`src/rtl/power_mode_controller_if.sv`:
```
// Signal bundle between the power mode controller and its environment.
// The debug_force_on signal exists only when PMC_DEBUG_FORCE_ON_EN is defined.
interface power_mode_controller_if;
  logic       clocks_stable;
  logic       filter_busy;
  logic       adc_busy;
  logic       comm_busy;
  logic       filter_req;
  logic       adc_req;
  logic       comm_req;
  logic       sleep_req;
  logic       wake_event;
`ifdef PMC_DEBUG_FORCE_ON_EN
  logic       debug_force_on;
`endif
  logic       system_enable;
  logic       filter_clock_enable;
  logic       adc_clock_enable;
  logic       comm_clock_enable;
  logic       filter_ready;
  logic       adc_ready;
  logic       comm_ready;
  logic       sleep_ack;
  logic [2:0] power_state;

  modport master (
`ifdef PMC_DEBUG_FORCE_ON_EN
    output debug_force_on,
`endif
    output clocks_stable, filter_busy, adc_busy, comm_busy,
    output filter_req, adc_req, comm_req, sleep_req, wake_event,
    input  system_enable, filter_clock_enable, adc_clock_enable, comm_clock_enable,
    input  filter_ready, adc_ready, comm_ready, sleep_ack, power_state
  );

  modport slave (
`ifdef PMC_DEBUG_FORCE_ON_EN
    input  debug_force_on,
`endif
    input  clocks_stable, filter_busy, adc_busy, comm_busy,
    input  filter_req, adc_req, comm_req, sleep_req, wake_event,
    output system_enable, filter_clock_enable, adc_clock_enable, comm_clock_enable,
    output filter_ready, adc_ready, comm_ready, sleep_ack, power_state
  );
endinterface

```
`src/rtl/power_mode_controller.sv`:
```
// Sleep/wake sequencer driving the clock/reset manager's system and domain clock enables.
// Define PMC_DEBUG_FORCE_ON_EN to add debug_force_on (forces all enables on, blocks sleep).
//
// state | meaning
// INIT  | waiting for clocks_stable, domains gated
// RUN   | domains gated on per-domain idle timeout
// DRAIN | domains gated, waiting DRAIN_CYCLES before dropping system_enable
// SLEEP | system_enable low, sleep_ack high, waiting for a wake source
// WAKE  | system_enable back high, waiting WAKE_CYCLES before RUN
module power_mode_controller #(
  parameter int IDLE_TIMEOUT = 16,
  parameter int GATE_LAT     = 2,
  parameter int DRAIN_CYCLES = 4,
  parameter int WAKE_CYCLES  = 4
) (
  input  logic                    clock_in,
  input  logic                    reset_in,
  power_mode_controller_if.slave  bus
);
  typedef enum logic [2:0] {
    INIT  = 3'd0,
    RUN   = 3'd1,
    DRAIN = 3'd2,
    SLEEP = 3'd3,
    WAKE  = 3'd4
  } state_t;

  localparam logic [7:0] IDLE_TC    = 8'(IDLE_TIMEOUT);
  localparam logic [7:0] GATE_TC    = 8'(GATE_LAT);
  localparam logic [7:0] DRAIN_LOAD = 8'(DRAIN_CYCLES - 1);
  localparam logic [7:0] WAKE_LOAD  = 8'(WAKE_CYCLES - 1);

  state_t     state;
  state_t     state_nxt;
  logic [7:0] phase_tmr;
  logic [7:0] idle_cnt [3];
  logic [7:0] rdy_cnt  [3];
  logic [7:0] idle_nxt [3];
  logic [7:0] rdy_inc  [3];
  logic [2:0] en_nxt;
  logic [2:0] dom_en;
  logic [2:0] dom_rdy;
  logic       sys_en;
  logic       ack;

  logic [2:0] busy;
  logic [2:0] req;
  logic       any_busy;
  logic       any_req;
  logic       force_on;
  logic       stay_run;

  assign busy     = {bus.comm_busy, bus.adc_busy, bus.filter_busy};
  assign req      = {bus.comm_req,  bus.adc_req,  bus.filter_req};
  assign any_busy = |busy;
  assign any_req  = |req;
  assign stay_run = (state == RUN) && (state_nxt == RUN);

`ifdef PMC_DEBUG_FORCE_ON_EN
  assign force_on = bus.debug_force_on;
`else
  assign force_on = 1'b0;
`endif

  always_comb begin
    state_nxt = state;
    unique case (state)
      INIT:    if (bus.clocks_stable) state_nxt = RUN;
      RUN:     if (bus.sleep_req && !any_busy && !any_req && !force_on) state_nxt = DRAIN;
      DRAIN: begin
        if (any_busy || any_req)    state_nxt = RUN;
        else if (phase_tmr == 8'd0) state_nxt = SLEEP;
      end
      SLEEP:   if (bus.wake_event || any_req || force_on) state_nxt = WAKE;
      WAKE:    if (phase_tmr == 8'd0) state_nxt = RUN;
      default: state_nxt = INIT;
    endcase
  end

  // Enables are 1 whenever the idle counter will not sit at the timeout after this edge.
  always_comb begin
    en_nxt = '0;
    for (int i = 0; i < 3; i++) begin
      idle_nxt[i] = '0;
      rdy_inc[i]  = '0;
      if (busy[i] || req[i])        idle_nxt[i] = '0;
      else if (idle_cnt[i] >= IDLE_TC) idle_nxt[i] = IDLE_TC;
      else                          idle_nxt[i] = idle_cnt[i] + 8'd1;
      rdy_inc[i] = (rdy_cnt[i] >= GATE_TC) ? GATE_TC : rdy_cnt[i] + 8'd1;
      en_nxt[i]  = force_on || (stay_run && (idle_nxt[i] != IDLE_TC));
    end
  end

  always_ff @(posedge clock_in) begin
    if (reset_in) begin
      state     <= INIT;
      phase_tmr <= '0;
      dom_en    <= '0;
      dom_rdy   <= '0;
      sys_en    <= 1'b1;
      ack       <= 1'b0;
      for (int i = 0; i < 3; i++) begin
        idle_cnt[i] <= '0;
        rdy_cnt[i]  <= '0;
      end
    end else begin
      state <= state_nxt;
      unique case (state_nxt)
        DRAIN:   phase_tmr <= (state == DRAIN) ? phase_tmr - 8'd1 : DRAIN_LOAD;
        WAKE:    phase_tmr <= (state == WAKE)  ? phase_tmr - 8'd1 : WAKE_LOAD;
        default: phase_tmr <= '0;
      endcase
      // Ready tracks how long the enable has already been high before this edge.
      for (int i = 0; i < 3; i++) begin
        idle_cnt[i] <= stay_run ? idle_nxt[i] : 8'd0;
        rdy_cnt[i]  <= (en_nxt[i] && dom_en[i]) ? rdy_inc[i] : 8'd0;
        dom_rdy[i]  <= en_nxt[i] && dom_en[i] && (rdy_inc[i] == GATE_TC);
      end
      dom_en <= en_nxt;
      sys_en <= force_on || (state_nxt != SLEEP);
      ack    <= (state_nxt == SLEEP);
    end
  end

  assign bus.system_enable       = sys_en;
  assign bus.filter_clock_enable = dom_en[0];
  assign bus.adc_clock_enable    = dom_en[1];
  assign bus.comm_clock_enable   = dom_en[2];
  assign bus.filter_ready        = dom_rdy[0];
  assign bus.adc_ready           = dom_rdy[1];
  assign bus.comm_ready          = dom_rdy[2];
  assign bus.sleep_ack           = ack;
  assign bus.power_state         = state;
endmodule

```
`src/flat_wrapper.sv`:
```
// flat-port wrapper written by rule: the top's interface ports become plain ports
module power_mode_controller_flat 
#(
  parameter int IDLE_TIMEOUT = 16,
  parameter int GATE_LAT     = 2,
  parameter int DRAIN_CYCLES = 4,
  parameter int WAKE_CYCLES  = 4
)
  (clock_in, reset_in, bus_clocks_stable, bus_filter_busy, bus_adc_busy, bus_comm_busy, bus_filter_req, bus_adc_req, bus_comm_req, bus_sleep_req, bus_wake_event, bus_system_enable, bus_filter_clock_enable, bus_adc_clock_enable, bus_comm_clock_enable, bus_filter_ready, bus_adc_ready, bus_comm_ready, bus_sleep_ack, bus_power_state);
  power_mode_controller_if bus_i ();
  input  logic clock_in;
  input  logic reset_in;
  input wire logic [$bits(bus_i.clocks_stable)-1:0] bus_clocks_stable;
  input wire logic [$bits(bus_i.filter_busy)-1:0] bus_filter_busy;
  input wire logic [$bits(bus_i.adc_busy)-1:0] bus_adc_busy;
  input wire logic [$bits(bus_i.comm_busy)-1:0] bus_comm_busy;
  input wire logic [$bits(bus_i.filter_req)-1:0] bus_filter_req;
  input wire logic [$bits(bus_i.adc_req)-1:0] bus_adc_req;
  input wire logic [$bits(bus_i.comm_req)-1:0] bus_comm_req;
  input wire logic [$bits(bus_i.sleep_req)-1:0] bus_sleep_req;
  input wire logic [$bits(bus_i.wake_event)-1:0] bus_wake_event;
  output wire logic [$bits(bus_i.system_enable)-1:0] bus_system_enable;
  output wire logic [$bits(bus_i.filter_clock_enable)-1:0] bus_filter_clock_enable;
  output wire logic [$bits(bus_i.adc_clock_enable)-1:0] bus_adc_clock_enable;
  output wire logic [$bits(bus_i.comm_clock_enable)-1:0] bus_comm_clock_enable;
  output wire logic [$bits(bus_i.filter_ready)-1:0] bus_filter_ready;
  output wire logic [$bits(bus_i.adc_ready)-1:0] bus_adc_ready;
  output wire logic [$bits(bus_i.comm_ready)-1:0] bus_comm_ready;
  output wire logic [$bits(bus_i.sleep_ack)-1:0] bus_sleep_ack;
  output wire logic [$bits(bus_i.power_state)-1:0] bus_power_state;
  assign bus_i.clocks_stable = bus_clocks_stable;
  assign bus_i.filter_busy = bus_filter_busy;
  assign bus_i.adc_busy = bus_adc_busy;
  assign bus_i.comm_busy = bus_comm_busy;
  assign bus_i.filter_req = bus_filter_req;
  assign bus_i.adc_req = bus_adc_req;
  assign bus_i.comm_req = bus_comm_req;
  assign bus_i.sleep_req = bus_sleep_req;
  assign bus_i.wake_event = bus_wake_event;
  assign bus_system_enable = bus_i.system_enable;
  assign bus_filter_clock_enable = bus_i.filter_clock_enable;
  assign bus_adc_clock_enable = bus_i.adc_clock_enable;
  assign bus_comm_clock_enable = bus_i.comm_clock_enable;
  assign bus_filter_ready = bus_i.filter_ready;
  assign bus_adc_ready = bus_i.adc_ready;
  assign bus_comm_ready = bus_i.comm_ready;
  assign bus_sleep_ack = bus_i.sleep_ack;
  assign bus_power_state = bus_i.power_state;
  power_mode_controller #(.IDLE_TIMEOUT(IDLE_TIMEOUT), .GATE_LAT(GATE_LAT), .DRAIN_CYCLES(DRAIN_CYCLES), .WAKE_CYCLES(WAKE_CYCLES)) u_core (.clock_in(clock_in), .reset_in(reset_in), .bus(bus_i));
endmodule
```
`config.mk`:
```
export PLATFORM = sky130hd
export DESIGN_NAME = power_mode_controller_flat
export DESIGN_NICKNAME = d
export VERILOG_FILES = /design/src/rtl/power_mode_controller_if.sv /design/src/rtl/power_mode_controller.sv /design/src/flat_wrapper.sv
export SDC_FILE = /design/constraint.sdc
export NUM_CORES = 1
export LEC_CHECK = 0
export ABC_AREA = 1
export CORE_ASPECT_RATIO = 1.1
export CORE_MARGIN = 4
export CORE_UTILIZATION = 40
export DETAILED_ROUTE_END_ITERATION = 10
export PLACE_DENSITY_LB_ADDON = 0.25
export SLEW_MARGIN = 20
export SYNTH_ARGS = -nofsm -noshare
export SYNTH_HDL_FRONTEND = slang
export SYNTH_SLANG_ARGS = --single-unit
```
`constraint.sdc`:
```
create_clock -name clock_in -period 2 [get_ports clock_in]
set_clock_uncertainty 0.2 [all_clocks]
set_input_delay 0.4 -clock clock_in [delete_from_list [all_inputs] [get_ports clock_in]]
set_output_delay 0.4 -clock clock_in [all_outputs]
set_load 0.02 [all_outputs]
```
==> out/metrics.cfg, run 1 <==
[status]
status=finished clean

[synthesis]
synth-seq-cells=67
synth_compound_area_share_pct=4.87
yosys.area.top_type=dfxtp_1
synth_edf_count=0
yosys.area_share.xor_xnor_pct=1.00
synth_adder_area_share_pct=6.21
synth_area_mm2=0.00262
yosys_warnings=0
syn_area_per_cell_um2=8.24
yosys.area_share.simple_pct=30.5
netlist-cell-type-count=30
synthMuxAreaShare_pct=0
yosysSeqAreaShare_pct=51.2
ys_async_sr_fraction_pct=0
netlist_instances=318
synth_top_area_share_pct=51.2
synthFlopType=dfxtp_1
synth_top_family_by_area=simple AND/OR/NAND/NOR gates
synth_area_leaders=dfxtp_1 (51%), nor2_1 (8.2%), nand2_1 (7.7%), ha_1 (6.2%), inv_1 (5.2%)

[worst_setup_path]
crit_path_end_kind=output pin
crit_buf_inv=1
critical_path.slowest_cell=clkdlybuf4s50_1
crit_type=flop to output pin
cp.depth=1
cp_max_fo=2
slowest_delay_ps=620
cp.arrival_ps=1300
critPathTopFamily=buffers and inverters
reg2regPathDepth=9
crit_required_ps=1400
cp-start-kind=flop
path_cells=clkdlybuf4s50_1

[drt]
via_per_inst=4.36
avgRoutedWirePerCell_um=9.40
wl_um=4430
antenna_left=0
drt_iter0_markers=69
num_vias=2053
first_pass_iters=4
drc=0

[global_routing]
overflow=0
grt_pass1_wl_um=8270
antenna_found_initial=0
grt_max_degree=11
grt_use_total_pct=13.0
grt_pass1_vias=2033

[floorplan]
fp.coreArea_mm2=0.00627
die_w_um=85.2
die_area_mm2=0.00791
num_rows=30
pin_count=22
die_y_um=92.9
start_util_pct=41.8

[timing]
fin_crit_sh_pct=95.0
hold_viol=0
rsz0062_at_grt=false
slew_viol_final=0
finalCriticalPeriod_ps=1900
setup_viol=0
max_freq_mhz=526
holdWs_ps=305

[clock_tree]
cts_tree=yes
clk_latency_ps=330
cts_buffer_depth=2
hold_buffers=0
cts_root_buffer=clkbuf_8
clock-sinks=67
h-tree-depth=3
cts_setup_buffers=0
cts_inserted_buffers=9
clk_pin_slew_worst_paths_ps=60

[power_and_ir_drop]
power.density_mw_per_mm2=759
switching_power_w=0.000546
power_w=0.00252
comb_power_share_pct=5.6
p_int_w=0.00197
clockPowerShare_pct=39.7
ir_drop_mv=0.367
seqPwrFrac_pct=54.8
p_leak_nw=1.54
sw_frac_of_total_pct=21.7

[cells_and_area]
diodes=0
drive_gt1_share_pct=13.6
area_delta_synth_final_pct=26.8
finalNetCount=411
fillCellCount=615

[job]
cap_violations=0

[min_path]
min_path_cells=3
hold_class=flop to flop

[place]
gp_congestion=0.793
hpwl_um=3440
io_buffers=21

## synthesized netlist by cell type, types with 2 or more instances
master and n:
nor2_1 57, nor3_2 2, dfxtp_1 67, nand2_2 2, and2_1 2, inv_1 36
ha_1 13, xor2_1 3, nand3_2 2, nor4_1 3, nand3_1 21, nand3b_1 3
inv_2 4, or2_2 4, nor2_4 3, nand4_1 10, o21ai_0 5, nand2_1 54
nor3_1 5, a21oi_1 12
## routing by layer
metal,routed length [um],vias up,global-route usage (%)
met5,0,-,0
met4,95,0,6.86
met3,195,8,4.00
met2,2090,29,21.6
met1,2050,893,15.0
li1,-,1123,-
## metrics by stage
stage,utilization [%],setup WS (ps),instance area [um^2],instances,setup TNS (ps)
global placement,50.1,-101,3140,456,-1470
detailed placement,50.1,-130,3140,456,-1640
global route,53.0,15.5,3320,471,0
floorplan,-,378,2710,341,0
CTS,52.9,63.5,3320,471,0
finish,53.0,99.6,3320,471,0
## power groups by stage
stage | clock [W] | sequential [W] | combinational (W)
6_report | 0.00100 | 0.00138 | 0.000140
3_5_place_dp | 0 | 0.00141 | 0.000142
2_1_floorplan | 0 | 0.00141 | 0.0000731
4_1_cts | 0.00103 | 0.00138 | 0.000141
5_1_grt | 0.00109 | 0.00138 | 0.000159
3_3_place_gp | 0 | 0.00141 | 0.000141
## sequential cells by signal (all words and copies together), names as in the netlist
register                  count
u_core.bus.power_state        3
u_core.bus.system_enable      1
u_core.dom_en                 3
u_core.idle_cnt              24
u_core.dom_rdy                3
u_core.rdy_cnt               24
u_core.phase_tmr              8
u_core.bus.sleep_ack          1
## area by class of cell
class / count / area [um^2] / area share, %
timing repair buffer: 37 / 340 / 10.2
tap: 80 / 100 / 3.01
multi-input combinational: 232 / 1210 / 36.5
inverter: 40 / 150 / 4.52
clock buffer: 13 / 169 / 5.08
sequential: 67 / 1340 / 40.4
clock inverter: 2 / 10.0 / 0.301
## timing repair
action                                 in CTS  in global routing
resized for setup                           2                  1
endpoints found under the hold margin       0                  0
pin swaps                                   0                  0
setup endpoints to repair                   2                  4
## worst paths after layout
path                               end  slack, ps                  from
setup / recovery  bus_adc_clock_enable        100      u_core.dom_en[1]
hold / removal    u_core.rdy_cnt[0][0]        300  u_core.rdy_cnt[0][6]
setup reg to reg   u_core.phase_tmr[6]        220   u_core.phase_tmr[0]
hold reg to reg   u_core.rdy_cnt[0][0]        300  u_core.rdy_cnt[0][6]
## cell families (layout without fill, tap and decap cells)
logic type	count (synthesis)	after routing
buffers and inverters	42	92
XOR/XNOR	3	3
adder cells (fa/ha/maj)	13	13
other	1	24
flip-flops	67	67
AO/OA/AOI/OAI	21	21
AND/OR/NAND/NOR	171	171
## cells in the final DEF (no fill, tap or decap), types with 10 or more instances in the layout
master | synthesis | final
nand3_1 | 21 | 21
clkbuf_8 | 0 | 12
dfxtp_1 | 67 | 67
nand2_1 | 54 | 54
buf_4 | 0 | 15
nand4_1 | 10 | 10
inv_1 | 36 | 36
nor2_1 | 57 | 57
conb_1 | 1 | 24
ha_1 | 13 | 13
a21oi_1 | 12 | 12
clkdlybuf4s50_1 | 0 | 19
No activity file was read; power rests on OpenSTA's default activity.
==> inputs of run 2 (changes only) <==
--- a/config.mk
+++ b/config.mk
@@ -5,11 +5,11 @@
 export SDC_FILE = /design/constraint.sdc
 export NUM_CORES = 1
 export LEC_CHECK = 0
-export ABC_AREA = 1
 export CORE_ASPECT_RATIO = 1.1
 export CORE_MARGIN = 4
 export CORE_UTILIZATION = 40
 export DETAILED_ROUTE_END_ITERATION = 10
+export GPL_TIMING_DRIVEN = 0
 export PLACE_DENSITY_LB_ADDON = 0.25
 export SLEW_MARGIN = 20
 export SYNTH_ARGS = -nofsm -noshare
==> out/metrics.cfg, run 2 <==
[drt]
drt_iter0_markers=57  ; -17%
avgRoutedWirePerCell_um=11.1  ; +18%
first_pass_iters=5  ; +1
drc=0  ; unchanged
num_vias=1748  ; -15%
antenna_left=0  ; unchanged
wl_um=4210  ; -4.9%
via_per_inst=4.60  ; +5.5%

[cells_and_area]
area_delta_synth_final_pct=31.2
layout_common_cells=dfxtp_1 (64), nor2_1 (26), conb_1 (24)
final_area_mm2=0.00318  ; -4.4%
drive_gt1_share_pct=19.5  ; +5.9 points
multi_input_area_mm2=0.00123  ; +1.3%
regArea_mm2=0.00135  ; +0.28%
finalNetCount=322  ; -22%
reg_top3=u_core.idle_cnt (24), u_core.rdy_cnt (24), u_core.phase_tmr (8)
diodes=0  ; unchanged
fillCellCount=527  ; -14%
final_common_cell=dfxtp_1

[clock_tree]
cts_root_buffer=clkbuf_8
clk_latency_ps=340  ; about the same
h-tree-depth=3  ; unchanged
clk_pin_slew_worst_paths_ps=70  ; about the same
cts_inserted_buffers=9  ; unchanged
clock-sinks=67  ; unchanged
cts_buffer_depth=2  ; unchanged
hold_buffers=0  ; unchanged
cts_tree=yes

[floorplan]
fp.coreArea_mm2=0.00581  ; -7.4%
die_area_mm2=0.00736  ; -7.0%
die_y_um=89.6  ; -3.6%
pin_count=22  ; unchanged
start_util_pct=41.7  ; -0.12 points
die_w_um=82.2  ; -3.5%
num_rows=29  ; -3.3%

[synthesis]
netlist_instances=237  ; -25%
synth.most_common_cell=dfxtp_1
synth_area_mm2=0.00242  ; -7.6%
yosys.area.top_type=dfxtp_1
netlist-cell-type-count=39  ; +30%
synth-seq-cells=67  ; unchanged
ys_top_cells_by_count=dfxtp_1 (67), nor2_1 (26), inv_1 (15)
syn_area_per_cell_um2=10.2  ; +24%
yosysSeqAreaShare_pct=55.4  ; +4.2 points
synth_top_area_share_pct=55.4  ; +4.2 points
yosys_warnings=0  ; unchanged
ys_async_sr_fraction_pct=0  ; unchanged
synthFlopType=dfxtp_1
synth_area_leaders=dfxtp_1 (55%), ha_1 (6.7%), nor2_1 (4.0%), xnor2_1 (2.9%), inv_1 (2.3%)
synth_edf_count=0  ; unchanged

[power_and_ir_drop]
p_leak_nw=1.25  ; -19%
clockPowerShare_pct=40.4  ; +0.7 points
p_int_w=0.00192  ; -3.0%
comb_power_share_pct=4.7  ; -0.9 points
power_w=0.00251  ; -0.39%
ir_drop_mv=0.496  ; +35%
seqPwrFrac_pct=54.9  ; about the same
power.density_mw_per_mm2=791  ; +4.2%
sw_frac_of_total_pct=23.7  ; +2.0 points
switching_power_w=0.000595  ; +8.9%

[timing]
slew_headroom_pct=63.8
max_freq_mhz=502  ; -4.7%
hold_viol=0  ; unchanged
worst_slew_pin_slew_ps=539
fin_crit_sh_pct=99.7  ; +4.6 points
setup_viol=0  ; unchanged
rsz0062_at_grt=true
finalCriticalPeriod_ps=1990  ; +93.0 ps
slew_viol_final=0  ; unchanged

[worst_setup_path]
critical_path.slowest_cell=or4_4
crit_buf_inv=1  ; unchanged
cp.arrival_ps=2030  ; +730 ps
cp_max_fo=4  ; +2
cp-start-kind=primary input
r2r_slack_ps=7  ; -210 ps
critPathTopFamily=simple AND/OR/NAND/NOR gates
crit_type=primary input to flop
path_cells=buf_8 > or4_4 > or3_4 > a311oi_4 > a21oi_2 > and2_1
slowest_delay_ps=540  ; -80 ps
crit_required_ps=2040  ; +640 ps
crit_path_end_kind=flop

[place]
placed_area_mm2=0.00282  ; -10%
io_buffers=21  ; unchanged
hpwl_um=2830  ; -18%
gp_congestion=0.796  ; +0.38%

[job]
cap_violations=0  ; unchanged

[global_routing]
antenna_found_initial=0  ; unchanged
overflow=0  ; unchanged
grt_pass1_vias=1654  ; -19%
grt_use_total_pct=13.1  ; +0.10 points
grt_max_degree=14  ; +3
grt_pass1_wl_um=7200  ; -13%

[min_path]
hold_class=primary input to flop

[status]
status=finished clean

[run 2: cell count changes after synthesis, sizes merged, moves of 4 or more]
cell   delta
nor2b     +5
or3       +5
xnor2     +8
or4       +5
or2       -4
nand2    -44
nor2     -35
nand4    -10
nand3    -13
inv      -25
nor4      +6
[run 2: timing repair]
item / CTS / global route
setup buffers: 4 / 3
cloned: 0 / 0
gates resized for setup: 41 / 19
pin swaps: 11 / 9
endpoints found under the setup margin: 30 / 19
[run 2: final timing paths]
kind | start | to | depth (start not counted)
max reg2reg | u_core.phase_tmr[0] | u_core.phase_tmr[0] | 7
min | bus_adc_req | u_core.idle_cnt[0][12] | 2
min reg2reg | u_core.rdy_cnt[0][8] | u_core.rdy_cnt[0][8] | 1
max | bus_filter_req | u_core.bus.sleep_ack | 6
[run 2: layout make-up]
type	instances	area share [%]
flip-flops and latches	67	42.4
repair buffers	28	8.00
plain buffers	2	0.315
multi-input cells	175	38.7
clock inverters	6	1.54
well taps	77	3.03
inverters	15	1.77
clock buffers	10	4.33
[run 2: cell families (layout without fill, tap and decap cells)]
family	Yosys count	in the layout	synth area share, %
AO/OA/AOI/OAI	30	30	8.64
buffers and inverters	18	61	2.84
adder cells (fa/ha/maj)	13	13	6.72
other	1	24	0.155
XOR/XNOR	14	14	5.07
AND/OR/NAND/NOR	94	94	21.1
flip-flops	67	67	55.4
[run 2: per-stage QoR]
stage	setup TNS, ps	util, %	setup slack, ps	instances	hold slack, ps
detailed placement	-23200	48.5	-774	358	252
CTS	0	53.4	2.75	378	102
finish	0	54.7	6.57	380	60.3
floorplan	-179	-	-110	260	227
global route	-156	54.7	-51.8	380	59.5
global placement	-23220	48.5	-776	358	246
[run 2: layer usage]
metal,global-route usage (%),up-vias,part of all wire [%]
met1,14.9,782,43
li1,-,924,-
met3,3.69,12,4.3
met5,0,-,0
met4,7.70,0,2.2
met2,22.0,30,50
[run 2: power groups by stage]
| stage | registers, W | clock network, W | logic, W |
|---|---|---|---|
| final | 0.00138 | 0.00101 | 0.000119 |
| after global routing | 0.00138 | 0.00112 | 0.000133 |
| after CTS | 0.00138 | 0.00104 | 0.000109 |
| after detailed placement | 0.00141 | 0 | 0.000102 |
| after global placement | 0.00141 | 0 | 0.000102 |
| after floorplan | 0.00141 | 0 | 0.0000470 |
==> RTL change, RTL diff (settings of run 2) <==
Reset style: asynchronous (`reset_in`), changed in one clocked block.
--- a/src/rtl/power_mode_controller.sv
+++ b/src/rtl/power_mode_controller.sv
@@ -92,5 +92,5 @@
   end
 
-  always_ff @(posedge clock_in) begin
+  always_ff @(posedge clock_in or posedge reset_in) begin
     if (reset_in) begin
       state     <= INIT;
Formal check against the unedited RTL: differs if reset_in is asserted again (counterexample within 4 cycles, from zero or initial values and one cycle with reset_in high); with reset_in held inactive, the same outputs for 10 cycles.
==> RTL change against run 2 <==
- worst setup slack better by 0.038 ns
- count of clock-buffer cells in the layout is 3 higher
- worst hold slack better by 0.10 ns
- design area is 11% higher
- via count is 7.7% higher
- sequential cell count stayed put
- highest routed layer unchanged
- routed wire length is 13% higher
- area after synthesis is 14% higher
- fmax is 2.0% higher
Power is not compared: it rests on default switching activity, and its combinational part moved more than twofold at a synthesized area within 25%.
==> RTL change: results (changes against run 2) <==
Max stage delay on crit path 0.63 ns (+0.09 ns); via count 1883 (+7.7%); layout cells sized above 1 15.8% (-3.6 points); largest net degree at the start of global routing 30 (+16); ys async rst share 100% (+100 points); vias in the first global route 1834 (+11%); WP data arrival 1.36 ns (-0.67 ns); drt pass-1 iters 4 (-1); Seq/Total Area, Yosys 60.9% (+5.5 points); WL/cell 12.4 µm (+12%); Crit-path slowest cell clkdlybuf4s50_1; top-count cell post-synth dfrtp_1; CP top delay family buffers and inverters; GPL Wtd Cong 0.764 (-4.0%); first-pass GRT wire length 8220 µm (+14%); RR Endpoint u_core.dom_rdy[0]; post-DR vias/cell 4.89 (+6.3%); mean post-synth cell area 11.5 µm² (+13%); outcome finished clean; Global Route Usage Sum 13.0% (-0.12 points); top cells by count, synth 66 x dfrtp_1, 30 x nor2_1, 19 x inv_1; Slew @ Worst Pin 0.528 ns (-0.0102 ns); hpwl dp 3380 µm (+19%); Reg2Reg Setup Slack 0.07 ns (+0.06 ns); top area cells in the synthesized netlist dfrtp_1 60%, ha_1 5.9%, nor2_1 4.1%, xnor2_1 2.9%, inv_1 2.6%; Worst R2R Start u_core.bus.power_state[2]; DRT iter0 DRCs 89 (+56%)
[RTL change: power groups by stage]
stage	Combinational, mW	Clock (mW)	Sequential [mW]
6_report	0.686	1.21	1.56
5_1_grt	0.756	1.30	1.58
4_1_cts	0.681	1.25	1.56
3_5_place_dp	0.646	0	1.59
3_3_place_gp	0.633	0	1.58
2_1_floorplan	0.297	0	1.65
[RTL change: cells by family (layout without fill, tap and decap cells)]
group	count (synthesis)	in the layout	share of synthesized area [%]
buffers and inverters	21	62	2.86
AO/OA/AOI/OAI	35	35	8.99
adder cells (fa/ha/maj)	13	13	5.90
AND/OR/NAND/NOR	89	89	17.1
flip-flops	67	67	60.9
XOR/XNOR	13	13	4.13
other	1	24	0.136
[RTL change: routing by layer]
layer,track usage (%),up-vias,wire [µm]
li1,-,930,-
met1,17.1,915,2240
met2,19.3,28,2230
met3,3.89,10,207
met4,7.03,0,95
met5,0,-,0
[RTL change: final cells by class]
cell class	instances	area, µm²	area share [%]
Sequential cell	67	1680	47.7
Multi-Input combinational cell	174	1170	33.3
Timing Repair Buffer	25	258	7.32
Clock buffer	13	179	5.08
Tap cell	82	103	2.92
Inverter	19	75.1	2.13
Clock inverter	3	43.8	1.24
Buffer	2	10.0	0.284
[RTL change: worst max-delay path by stage]
stage,depth (start not counted),to,slack (ns),startpoint
CTS,7,u_core.phase_tmr[1],-0.02,bus_comm_busy
detailed placement,7,u_core.bus.sleep_ack,-0.58,bus_filter_req
global route,5,u_core.rdy_cnt[10],-0.008,u_core.bus.power_state[2]
finish,1,bus_power_state[0],0.04,u_core.bus.power_state[0]
floorplan,7,u_core.phase_tmr[0],0.009,u_core.phase_tmr[0]
global placement,7,u_core.bus.sleep_ack,-0.59,bus_filter_req
[RTL change: repair_timing]
item,CTS,global route
gates cloned,0,0
setup buffers,1,1
gates resized for setup,19,14
setup endpoints to repair,28,22
pin swaps,3,4
[RTL change: stage by stage]
stage | TNS [ns] | instance area, µm² | setup WS (ns) | utilization, % | hold slack, ns
after CTS | -0.0350 | 3460 | -0.0228 | 52.2 | 0.152
after global routing | -0.00985 | 3520 | -0.00785 | 53.1 | 0.163
final | 0 | 3520 | 0.0450 | 53.1 | 0.163
after global placement | -26.74 | 3160 | -0.594 | 47.6 | 0.251
after detailed placement | -16.87 | 3200 | -0.584 | 48.2 | 0.267
after floorplan | 0 | 2850 | 0.00878 | - | 0.238
